[src/rtl/ram_arbiter.sv]
`default_nettype none
// +--------------------------------------------------------------------------+
// | Module   : ram_arbiter                                                   |
// | Brief    : Two-port round-robin arbiter/sequencer for one single-port    |
// |            RAM. Optional power-on clear: define RAM_ARB_CLEAR_EN.        |
// | Revision : 1.0 - initial release                                         |
// +--------------------------------------------------------------------------+
module ram_arbiter #(
    parameter int REG_W  = 16,
    parameter int REG_N  = 8,
    parameter int ADDR_W = $clog2(REG_N)
) (
    input  logic              clk,
    input  logic              rst_n,
    input  logic              a_req,
    input  logic              a_we,
    input  logic [ADDR_W-1:0] a_addr,
    input  logic [REG_W-1:0]  a_wdata,
    output logic              a_gnt,
    output logic              a_done,
    output logic [REG_W-1:0]  a_rdata,
    input  logic              b_req,
    input  logic              b_we,
    input  logic [ADDR_W-1:0] b_addr,
    input  logic [REG_W-1:0]  b_wdata,
    output logic              b_gnt,
    output logic              b_done,
    output logic [REG_W-1:0]  b_rdata,
    output logic [REG_W-1:0]  ram_in,
    output logic              ram_load,
    output logic [ADDR_W-1:0] ram_address,
    input  logic [REG_W-1:0]  ram_out,
    output logic              init_busy
);

    localparam logic [1:0] c_st_idle   = 2'd0;
    localparam logic [1:0] c_st_access = 2'd1;
`ifdef RAM_ARB_CLEAR_EN
    localparam logic [1:0]        c_st_clear  = 2'd2;
    localparam logic [1:0]        c_st_reset  = c_st_clear;
    localparam logic [ADDR_W-1:0] c_last_addr = ADDR_W'(REG_N - 1);
`else
    localparam logic [1:0]        c_st_reset  = c_st_idle;
`endif

    logic [1:0]        r_state;
    logic              r_last_b;
    logic              r_sel_b;
    logic              r_cmd_we;
    logic [ADDR_W-1:0] r_cmd_addr;
    logic [REG_W-1:0]  r_cmd_wdata;
    logic              w_pick_b;

    // B wins when it is alone, or when both ask and A was served last.
    assign w_pick_b = b_req & (~a_req | ~r_last_b);

    // The command registers double as the RAM address/data bus, so the bus
    // naturally holds its last value outside ACCESS.
    assign ram_address = r_cmd_addr;
    assign ram_in      = r_cmd_wdata;

`ifdef RAM_ARB_CLEAR_EN
    // Qualified by rst_n so nothing is written while reset is held.
    assign ram_load  = ((r_state == c_st_access) & r_cmd_we) |
                       ((r_state == c_st_clear) & rst_n);
    assign init_busy = (r_state == c_st_clear) & rst_n;
`else
    assign ram_load  = (r_state == c_st_access) & r_cmd_we;
    assign init_busy = 1'b0;
`endif

    always_ff @(posedge clk or negedge rst_n) begin
        if (!rst_n) begin
            r_state     <= c_st_reset;
            r_last_b    <= 1'b1;
            r_sel_b     <= 1'b0;
            r_cmd_we    <= 1'b0;
            r_cmd_addr  <= '0;
            r_cmd_wdata <= '0;
            a_gnt       <= 1'b0;
            b_gnt       <= 1'b0;
            a_done      <= 1'b0;
            b_done      <= 1'b0;
            a_rdata     <= '0;
            b_rdata     <= '0;
        end else begin
            a_gnt  <= 1'b0;
            b_gnt  <= 1'b0;
            a_done <= 1'b0;
            b_done <= 1'b0;
            case (r_state)
                c_st_idle: begin
                    if (a_req | b_req) begin
                        r_state     <= c_st_access;
                        r_sel_b     <= w_pick_b;
                        r_last_b    <= w_pick_b;
                        a_gnt       <= ~w_pick_b;
                        b_gnt       <= w_pick_b;
                        r_cmd_we    <= w_pick_b ? b_we    : a_we;
                        r_cmd_addr  <= w_pick_b ? b_addr  : a_addr;
                        r_cmd_wdata <= w_pick_b ? b_wdata : a_wdata;
                    end
                end
                c_st_access: begin
                    r_state <= c_st_idle;
                    a_done  <= ~r_sel_b;
                    b_done  <= r_sel_b;
                    if (!r_cmd_we) begin
                        if (r_sel_b) begin
                            b_rdata <= ram_out;
                        end else begin
                            a_rdata <= ram_out;
                        end
                    end
                end
`ifdef RAM_ARB_CLEAR_EN
                c_st_clear: begin
                    if (r_cmd_addr == c_last_addr) begin
                        r_state <= c_st_idle;
                    end else begin
                        r_cmd_addr <= r_cmd_addr + ADDR_W'(1);
                    end
                end
`endif
                default: r_state <= c_st_idle;
            endcase
        end
    end

endmodule
`default_nettype wire

[config.mk]
export PLATFORM = sky130hd
export DESIGN_NAME = ram_arbiter
export DESIGN_NICKNAME = d
export VERILOG_FILES = /design/src/rtl/ram_arbiter.sv
export SDC_FILE = /design/constraint.sdc
export NUM_CORES = 1
export LEC_CHECK = 0
export ABC_CLOCK_PERIOD_IN_PS = 2500
export CAP_MARGIN = 30
export CORE_MARGIN = 2
export CORE_UTILIZATION = 43
export DETAILED_ROUTE_END_ITERATION = 16
export GPL_ROUTABILITY_DRIVEN = 0
export HOLD_SLACK_MARGIN = 0.02
export PLACE_DENSITY = 0.87
export SLEW_MARGIN = 25
export SYNTH_ARGS = -nofsm -noshare
export SYNTH_HDL_FRONTEND = slang
export SYNTH_SLANG_ARGS = --single-unit
export TNS_END_PERCENT = 20
[constraint.sdc]
create_clock -name clk -period 2.5 [get_ports clk]
set_input_delay 0.5 -clock clk [delete_from_list [all_inputs] [get_ports clk]]
set_output_delay 0.5 -clock clk [all_outputs]
set_load 0.02 [all_outputs]
# ---- Word-level counts from Yosys, hierarchy flattened
# Index checks and enable logic that the tools add are counted.
dict set report totals {
  n_memories 0
  elab_cells 38
  register_bits 60
  output_inout_bits 57
  romBits 0
  ramBits 0
  latchBits 0
  in_bits 60
}
dict set report op_classes {
  n_reduce_logical 4
  n_eq_ne 2
  n_bitwise 9
  n_lt_le_gt_ge 0
  shift 0
  div_mod_pow 0
  n_addsub 0
  n_mux 11
  n_mul 0
}
# cell n
set op_table {}
lappend op_table {{2-to-1 mux 16 bit} 1}
lappend op_table {{2-to-1 mux 1 bit} 7}
lappend op_table {{AND reduction 3 bit} 2}
lappend op_table {{inverter 1 bit} 5}
lappend op_table {{2-to-1 mux 2 bit} 2}
lappend op_table {{2-to-1 mux 3 bit} 1}
lappend op_table {{bitwise AND 1 bit} 2}
lappend op_table {{equality test 2 x 1 -> 1 bit, second input constant} 1}
lappend op_table {{logical NOT 2 bit} 1}
lappend op_table {{!= test 2 bit, second input constant} 1}
lappend op_table {{bitwise OR 1 bit} 2}
lappend op_table {{AND reduction 2 bit} 1}

# ---- Logic depth before layout (Yosys ltp)
dict set report depth {
  depth_word 6
  ltp_mapped 5
  ltp_nobuf 4
}

# ---- Least setup slack after synthesis
# Ideal clock, no wire load.
dict set report synth_timing {
  kind {input-to-reg}
  startpoint {in b_req}
  endpoint {reg r_cmd_addr[0] (netlist: ram_address[0])}
  setup_ns 0.126
  cell_stages 4
  path_buffers 1
  arrival_time_ns 1.288
  required_ns 2.374
  slack_ns 1.086
  cell_sequence {nor2b_1 a21boi_2 buf_6 a221o_1}
}
dict set report synth_via {
  elab_chain_len 2
  word_cells_on_any_way 4
  classes_between {mux: 1; bitwise: 2; reduce/logical: 1}
}
# element line_no
set synth_lines {}
lappend synth_lines {{from (decl)} 22} ;# input logic b_req,
lappend synth_lines {{bitwise AND 1 bit or bitwise OR 1 bit (tied branches)} {55, 93}}
lappend synth_lines {{2-to-1 mux 3 bit or AND reduction 2 bit (tied branches)} -}
lappend synth_lines {{to (signal assigned)} 100} ;# r_cmd_addr <= w_pick_b ? b_addr : a_addr;
lappend synth_lines {{to (decl)} 50} ;# logic [ADDR_W-1:0] r_cmd_addr;
# Several ways; a longest one is shown, not always the timed one.
# A chain may end at the register's enable or synchronous reset.

# ---- Final worst setup path
dict set report layout_timing {
  startpoint {reg r_state[0]}
  endpoint {out ram_load}
}
dict set report layout_via {
  elab_chain_len 2
}
# element line_no
set layout_lines {}
lappend layout_lines {{from (decl)} 46} ;# logic [1:0] r_state;
lappend layout_lines {{from (signal assigned)} 74} ;# r_state <= c_st_reset;
lappend layout_lines {{from (signal assigned)} 94} ;# r_state <= c_st_access;
lappend layout_lines {{from (signal assigned)} 105} ;# r_state <= c_st_idle;
lappend layout_lines {{equality test 2 x 1 -> 1 bit} 68} ;# assign ram_load = (r_state == c_st_access) & r_cmd_we;
lappend layout_lines {{bitwise AND 1 bit} 68}
lappend layout_lines {{to (decl)} 30} ;# output logic ram_load,
# Every way passes these cells.

==> impl_metrics.env <==
export IMPL_yosys_top_cells_count="58 x dfrtp_1, 30 x mux2_2, 17 x a221o_1, 17 x and3_1"
export IMPL_drt_iter0_drc=66
export IMPL_synth_cells=160
export IMPL_fillers=427
export IMPL_hold_slack_ps=206
export IMPL_synth_seq_cells=59
export IMPL_layout_drive_gt1_share=0.201
export IMPL_clock_latency_ps=310
export IMPL_p_total_w=0.00406
export IMPL_cts_resized=0
export IMPL_post_cts_setup_buffers=0
export IMPL_cpPeakStageDelay_ps=610
export IMPL_rsz0062_at_grt="no"
export IMPL_grt_max_degree=32
export IMPL_finalNonFillerCells=360
export IMPL_detail_route_antenna_nets=0
export IMPL_clkPwrFrac=0.198
export IMPL_ys_seq_area_frac=0.625
export IMPL_seqPwrFrac=0.372
export IMPL_antenna_found_initial=0
export IMPL_tightest_slew_ps=648
export IMPL_syn_avg_cell_area_um2=14.8
export IMPL_synthTopCellsByArea="dfrtp_1 61%, mux2_2 14%, a221o_1 7.2%, and3_1 4.5%, buf_6 1.9%"
export IMPL_synth_top_cell_area_share=0.614
export IMPL_dr_total_vias=1794
export IMPL_p_per_area_nw_per_um2=1070
export IMPL_initial_core_util=0.438
export IMPL_synth_warnings=0
export IMPL_numCtsBuffers=9
export IMPL_grt_overflow=0
export IMPL_drc=0
export IMPL_reg2reg_depth=4
export IMPL_p_int_w=0.00274
export IMPL_power_share_switching=0.324
export IMPL_cts_tree="done"
export IMPL_clockBufferDepth=2
export IMPL_tns_ps=0
export IMPL_period_share=0.800
export IMPL_yosysTopAreaCell="dfrtp_1"
export IMPL_fmax_mhz=500
export IMPL_final_area_um2=3780
export IMPL_synth_edf_count=0
export IMPL_endpoint_kind="primary output"
export IMPL_min_period_ps=2000
export IMPL_grt_pass1_vias=1867
export IMPL_switchingPower_w=0.00131
export IMPL_synth_lib_cells_used_distinct=23
export IMPL_final_nets=343
export IMPL_synthesis_nets=220
export IMPL_hold_path_class="in2async"
export IMPL_portBuffers=115
export IMPL_synth_most_common_cell="dfrtp_1"
export IMPL_routed_wl_um=5410
export IMPL_die_y_um=78.2
export IMPL_required_ps=2000
export IMPL_vias_per_cell=4.98
export IMPL_relSlewSlack=0.568
export IMPL_htree_levels=3
export IMPL_grt_pass1_wl_um=8760
export IMPL_peakVddDrop_uv=490
export IMPL_antennaDiodeCount=0
export IMPL_ctsHoldBuffers=0
export IMPL_cts_root_buf="clkbuf_8"
export IMPL_place_inst=344
export IMPL_crit_chain="and2_1 > clkdlybuf4s50_1"
export IMPL_syn2layout_area_growth_pct=59.9
export IMPL_die_area_um2=6110
export IMPL_critical_path_peak_fanout=6
export IMPL_die_x_um=78.2
export IMPL_synth_area_um2=2360
export IMPL_firstDrtPassIters=4
export IMPL_cp_start_kind="flop"
export IMPL_core_area_um2=5410
export IMPL_drv_slew=0
export IMPL_path_class="reg2out"
export IMPL_arrival_ps=1500
export IMPL_p_leak_nw=1.66
export IMPL_ioPinCount=117
export IMPL_async_reset_ff_frac=1.00
export IMPL_dp_hpwl_um=3890
export IMPL_wl_per_cell_um=15.0
export IMPL_critPathSlowestCell="clkdlybuf4s50_1"
export IMPL_cts_sinks=59
export IMPL_multiInputGateArea_um2=815
export IMPL_path_clk_slew_ps=60
export IMPL_rows=27
export IMPL_track_usage=0.182
export IMPL_finClkSkew_ps=4.31
export IMPL_hold_viol=0
export IMPL_status="finished clean"
export IMPL_pwr_share_comb=0.430
export IMPL_synth_ff_type="dfrtp_1"
export IMPL_placed_cell_area_um2=3590
export IMPL_finalSetupViolations=0
export IMPL_final_seq_area_um2=1480
export IMPL_drv_cap=0
## power groups by stage
stage               registers (W)  clock network (W)  logic, W
floorplan                 0.00194                  0  0.000423
global placement          0.00150                  0   0.00173
detailed placement        0.00152                  0   0.00176
CTS                       0.00151           0.000819   0.00176
global route              0.00156           0.000855   0.00184
finish                    0.00151           0.000803   0.00174
## final timing paths
check | start | endpoint | slack (ps)
worst min-delay path | rst_n | b_rdata[3]$_DFFE_PN0P_ | 210
worst min register to register | a_rdata[6]$_DFFE_PN0P_ | a_rdata[6]$_DFFE_PN0P_ | 490
worst max-delay path | r_state[0]$_DFFE_PN0P_ | ram_load | 500
min in group clk | a_rdata[6]$_DFFE_PN0P_ | a_rdata[6]$_DFFE_PN0P_ | 490
worst max register to register | r_state[0]$_DFFE_PN0P_ | a_rdata[11]$_DFFE_PN0P_ | 1020
max in group asynchronous | rst_n | r_last_b$_DFFE_PN1P_ | 1630
## logic make-up (layout without fill, tap and decap cells)
group,after synthesis,count (layout),synth area share
AOI/OAI and AO/OA,25,25,0.0974
buffers and inverters,10,138,0.0317
DFF,59,59,0.625
muxes,35,35,0.165
other,1,1,0.00159
and+or+nand+nor,30,30,0.0794
## layout by cell type, fill, tap and decap left out, types with 2 or more instances in the layout
| cell type | synthesis | routed |
|---|---|---|
| clkdlybuf4s50_1 | 0 | 114 |
| dfrtp_1 | 58 | 58 |
| mux2_2 | 30 | 30 |
| and3_1 | 17 | 17 |
| a221o_1 | 17 | 17 |
| clkbuf_8 | 0 | 13 |
| buf_4 | 2 | 5 |
| nor2_1 | 4 | 4 |
| a21oi_1 | 4 | 4 |
| and2_1 | 3 | 3 |
| mux2i_1 | 3 | 3 |
| nor2b_2 | 1 | 2 |
| nand2b_1 | 2 | 2 |
| mux2_1 | 2 | 2 |
| clkbuf_1 | 3 | 2 |
## layout make-up
type / count / area share
clock buffer: 15 / 0.0493
clock inverter: 1 / 0.00132
inverter: 1 / 0.000993
multi-input combinational: 91 / 0.215
sequential: 59 / 0.391
tap: 72 / 0.0238
timing repair buffer: 121 / 0.318
## registers in the layout (all words and copies together) (netlist names), 3 cells and up
register,cells
ram_in,16
a_rdata,16
b_rdata,16
ram_address,3
## critical path: cells and delay by family, from the launching register on
family	cells	cell delay, ps
flip-flops	1	430
AND/OR/NAND/NOR	1	150
buffers and inverters	1	610
## routing by layer
layer  vias up  global-route usage  wire length, µm
li1        836                   -                -
met1       869               0.227             2300
met2        84               0.316             2680
met3         5              0.0345              377
met4         0              0.0684               48
met5         -                   0                0
## through the flow
stage          utilization  setup WS [ps]
2_1_floorplan            -           1090
3_3_place_gp         0.664            511
3_5_place_dp         0.664            450
4_1_cts              0.700            467
5_1_grt              0.700            431
6_report             0.700            500
Power figures use the tool's default switching activity.
